==> src/rtl/izh_scheduler.sv <==
// Time-multiplexes one combinational Izhikevich update datapath across N_NEURONS
// virtual neurons. Per-neuron state and currents live in local register arrays.
module izh_scheduler #(
    parameter int N_NEURONS = 4,
    parameter int IDX_W     = 2
) (
    input  logic                 clk,
    input  logic                 reset,
    input  logic                 start,
    input  logic                 cur_we,
    input  logic [IDX_W-1:0]     cur_addr,
    input  logic [7:0]           cur_data,
    output logic [7:0]           dp_v,
    output logic [15:0]          dp_u,
    output logic [7:0]           dp_i,
    input  logic [7:0]           dp_v_next,
    input  logic [15:0]          dp_u_next,
    input  logic                 dp_spike,
    output logic                 busy,
    output logic                 done,
    output logic                 spike_valid,
    output logic [IDX_W-1:0]     spike_id,
    output logic [N_NEURONS-1:0] spike_vec
);

    typedef enum logic [2:0] {
        S_IDLE,
        S_FETCH,
        S_EVAL,
        S_WRITE,
        S_DONE
    } state_t;

    localparam logic [IDX_W-1:0] LAST_IDX = IDX_W'(N_NEURONS - 1);
    localparam logic [IDX_W:0]   NUM      = (IDX_W + 1)'(N_NEURONS);

    state_t           state, state_nx;
    logic [IDX_W-1:0] idx;

    logic [7:0]  v_mem   [N_NEURONS];
    logic [15:0] u_mem   [N_NEURONS];
    logic [7:0]  cur_mem [N_NEURONS];

    logic [7:0]  op_v, op_i, res_v;
    logic [15:0] op_u, res_u;
    logic        res_spike;

    assign dp_v = op_v;
    assign dp_u = op_u;
    assign dp_i = op_i;

    always_ff @(posedge clk) begin
        if (reset) state <= S_IDLE;
        else       state <= state_nx;
    end

    always_comb begin
        state_nx    = state;
        busy        = 1'b0;
        done        = 1'b0;
        spike_valid = 1'b0;
        spike_id    = '0;
        case (state)
            S_IDLE:  if (start) state_nx = S_FETCH;
            S_FETCH: begin
                busy     = 1'b1;
                state_nx = S_EVAL;
            end
            S_EVAL: begin
                busy     = 1'b1;
                state_nx = S_WRITE;
            end
            S_WRITE: begin
                busy        = 1'b1;
                spike_valid = res_spike;
                spike_id    = res_spike ? idx : '0;
                state_nx    = (idx == LAST_IDX) ? S_DONE : S_FETCH;
            end
            S_DONE: begin
                done     = 1'b1;
                state_nx = S_IDLE;
            end
            default: state_nx = S_IDLE;
        endcase
    end

    always_ff @(posedge clk) begin
        if (reset) begin
            idx       <= '0;
            op_v      <= '0;
            op_u      <= '0;
            op_i      <= '0;
            res_v     <= '0;
            res_u     <= '0;
            res_spike <= 1'b0;
            spike_vec <= '0;
            for (int unsigned i = 0; i < N_NEURONS; i++) begin
                v_mem[i]   <= '0;
                u_mem[i]   <= '0;
                cur_mem[i] <= '0;
            end
        end else begin
            case (state)
                S_IDLE: begin
                    if (start) begin
                        idx       <= '0;
                        spike_vec <= '0;
                    end
                end
                S_FETCH: begin
                    op_v <= v_mem[idx];
                    op_u <= u_mem[idx];
                    op_i <= cur_mem[idx];
                end
                S_EVAL: begin
                    res_v     <= dp_v_next;
                    res_u     <= dp_u_next;
                    res_spike <= dp_spike;
                end
                S_WRITE: begin
                    v_mem[idx] <= res_v;
                    u_mem[idx] <= res_u;
                    if (res_spike) spike_vec[idx] <= 1'b1;
                    if (idx != LAST_IDX) idx <= idx + 1'b1;
                end
                default: ;
            endcase
            // Same-edge write lands after FETCH has sampled the old current.
            if (cur_we && ({1'b0, cur_addr} < NUM)) cur_mem[cur_addr] <= cur_data;
        end
    end

endmodule

==> config.mk <==
export PLATFORM = sky130hd
export DESIGN_NAME = izh_scheduler
export DESIGN_NICKNAME = d
export VERILOG_FILES = /design/src/rtl/izh_scheduler.sv
export SDC_FILE = /design/constraint.sdc
export NUM_CORES = 1
export LEC_CHECK = 0
export CORE_ASPECT_RATIO = 1.75
export CORE_MARGIN = 2
export CORE_UTILIZATION = 63
export DETAILED_ROUTE_END_ITERATION = 10
export DONT_BUFFER_PORTS = 1
export PLACE_DENSITY = 0.79
export SYNTH_ARGS = -nofsm -noshare
export SYNTH_HDL_FRONTEND = slang
export SYNTH_SLANG_ARGS = --single-unit
==> constraint.sdc <==
create_clock -name clk -period 2.5 [get_ports clk]
set_input_delay 0.375 -clock clk [delete_from_list [all_inputs] [get_ports clk]]
set_output_delay 0.375 -clock clk [all_outputs]
set_load 0.05 [all_outputs]
==> impl_metrics.ini <==
[setup_path]
crit_end = u_mem[2][4]
r2r_slack_ns = 0.52
critPathMaxFanout = 13
rr_startpoint = state[0]
cp-end-kind = register
rr_endpoint = u_mem[2][4]
worstPathArrival_ns = 2.10
crit_required_ns = 2.62
crit_path_start = state[0]
reg2reg_depth = 5
cp-start-kind = register
critPathKind = register to register

[cells_and_area]
syn2layout_area_growth_pct = 11.5
final_common_cell = and2_1
layout-drive-gt1-share = 0.177
nets = 613
fill_cells = 807
mostFrequentLayoutCells = and2_1 (130), edfxtp_1 (128), dfxtp_1 (65)
antenna_cells = 0

[global_routing]
grt-ovfl-total = 0
antenna_found_initial = 0
track_usage = 0.248
grt_pass1_wl_mm = 24.5
grt_max_degree = 48
grt_pass1_vias = 4688

[yosys]
syn_area_per_cell_um2 = 14.0
synth_top_cells_by_area = edfxtp_1 (48%), dfxtp_1 (17%), and2_1 (10%)
synth_top_area_cell = edfxtp_1
netlist_instances = 565
synth-seq-area-share = 0.652
syn_nets = 608
synth_top_area_share = 0.485
synth_warnings = 0
synth_cell_types = 39
netlist_area_um2 = 7930
synth-seq-cells = 194

[sta]
max-slew-margin-rel = 0.454
worstMarginPinSlew_ns = 0.819
rsz0062_at_grt = no
setup_viol = 0
finalCritPeriodShare = 0.792
setup_tns_ns = 0
hold_viol_final = 0
maxSlewViolCount = 0
period_needed_ns = 1.98
max_freq_ghz = 0.505
finClkSkew_ns = 0.0101

[die]
initial_core_util = 0.641
io_pins = 80
rows = 54
die_height_um = 152
die_width_um = 88.8
die_area_um2 = 13500
core_um2 = 12400

[clocking]
clk_pin_slew_ns = 0.07
cts_made_buffers = 17
ctsHoldBuffers = 0
clockBufferDepth = 2
cts.repair.resized = 0
cts_tree = built
cts_setup_buffers = 0
cts_root_buffer = clkbuf_16
clock_latency_ns = 0.43
cts_max_level = 4
cts_sinks = 194

[power_and_ir_drop]
p_comb_frac = 0.069
p_leak_nw = 3.16
swShare = 0.251
p_total_mw = 7.11
clockPowerShare = 0.385
sequentialPowerShare = 0.546
p_int_mw = 5.32
p_sw_mw = 1.79
power.density_nw_per_um2 = 804
ir_drop_v = 0.000510

[drt]
drt-vias-per-instance = 5.86
ant_nets = 0
drt_wl_total_mm = 15.6
drt_iter0_drc = 413
num_vias = 4403
dr.pass1.iters = 4
remaining_drc_errors = 0
wl_per_cell_um = 20.7

[job]
drv_cap = 0

[min_path]
worstHoldPathType = input pin to register

[placed_design]
gp_congestion = 0.807
io_buffers = 0
hpwl_mm = 10.4

[outcome]
status = finished, final reports clean
-- cells by family after synthesis --
logic type,share of synthesized area
AND/OR/NAND/NOR,0.158
AO/OA/AOI/OAI,0.0641
buffers and inverters,0.0254
adder cells (fa/ha/maj),0.00631
XOR/XNOR,0.00111
multiplexers,0.0934
flip-flops,0.652
-- metrics by stage --
stage               hold WS, ns  setup WS [ns]  area, um2  utilization  std cells
finish                   0.0382          0.521       8840        0.715        751
global route            0.00627          0.405       8840        0.715        751
CTS                     0.00468          0.508       8840        0.715        751
detailed placement        0.453          0.539       8240        0.666        719
global placement          0.449          0.600       8240        0.666        719
floorplan                 0.437          0.343       7930            -        565
-- worst max-delay path, stage by stage, from the launching register on --
cell and delay, ns:
dfxtp_1 0.56, nor4bb_4 0.32, buf_4 0.24, and3_1 0.19, or2_1 0.13, buf_4 0.23
-- metal layers --
metal / GRT usage / vias up / routed length, um
met2: 0.451 / 118 / 8980
met4: 0.0887 / 0 / 248
li1: - / 2048 / -
met3: 0.0661 / 18 / 856
met1: 0.268 / 2219 / 5480
met5: 0 / - / 0
-- synthesized netlist by cell type --
cell         n
and2_1     130
edfxtp_1   128
dfxtp_1     66
nand2_1     51
a22o_1      32
mux4_2      32
a21oi_1     27
clkbuf_1    21
buf_2       14
nor2_1       9
inv_1        6
or2_1        5
a2111oi_2    4
ha_1         4
and3_1       3
nor3_1       3
nor3b_1      3
and3b_1      2
buf_1        2
mux2i_1      2
nand2b_1     2
nor3b_2      2
a21o_1       1
a31o_2       1
a41o_1       1
and2b_1      1
buf_4        1
buf_6        1
inv_2        1
nand3_1      1
nand3b_1     1
nand4b_1     1
nor2b_1      1
nor4bb_1     1
o22ai_1      1
or2_2        1
or3b_1       1
or3b_4       1
xnor2_1      1
-- power groups by stage --
stage / Sequential, mW / Clock (mW) / Combinational [mW]
6_report: 3.88 / 2.74 / 0.491
5_1_grt: 3.90 / 2.89 / 0.540
4_1_cts: 3.88 / 2.75 / 0.499
3_5_place_dp: 3.95 / 0 / 0.495
3_3_place_gp: 3.93 / 0 / 0.481
2_1_floorplan: 3.90 / 0 / 0.379
-- flip-flops by register name, summed over array words and instances (netlist names) --
register	cells
u_mem	64
idx	2
spike_vec	4
cur_mem	32
state	3
res_spike	1
dp_u	16
dp_v	8
v_mem	32
res_v	8
dp_i	8
res_u	16
-- area by class of cell --
type	count	area (um2)	share of cell area
clock inverters	14	173	0.0195
inverters	7	26.3	0.00297
clock buffers	18	429	0.0486
repair buffers	25	238	0.0269
flip-flops and latches	194	5170	0.585
well taps	168	210	0.0238
multi-input cells	325	2590	0.294
-- worst min-delay path by stage --
| stage | depth (start not counted) | slack (ns) | end | from |
|---|---|---|---|---|
| 2_1_floorplan | 2 | 0.44 | res_spike | res_spike |
| 3_3_place_gp | 1 | 0.45 | res_u[7] | reset |
| 3_5_place_dp | 1 | 0.45 | res_u[6] | reset |
| 4_1_cts | 1 | 0.005 | res_u[6] | reset |
| 5_1_grt | 1 | 0.006 | res_u[8] | reset |
| 6_report | 1 | 0.04 | spike_vec[2] | reset |
Power figures use the tool's default switching activity.
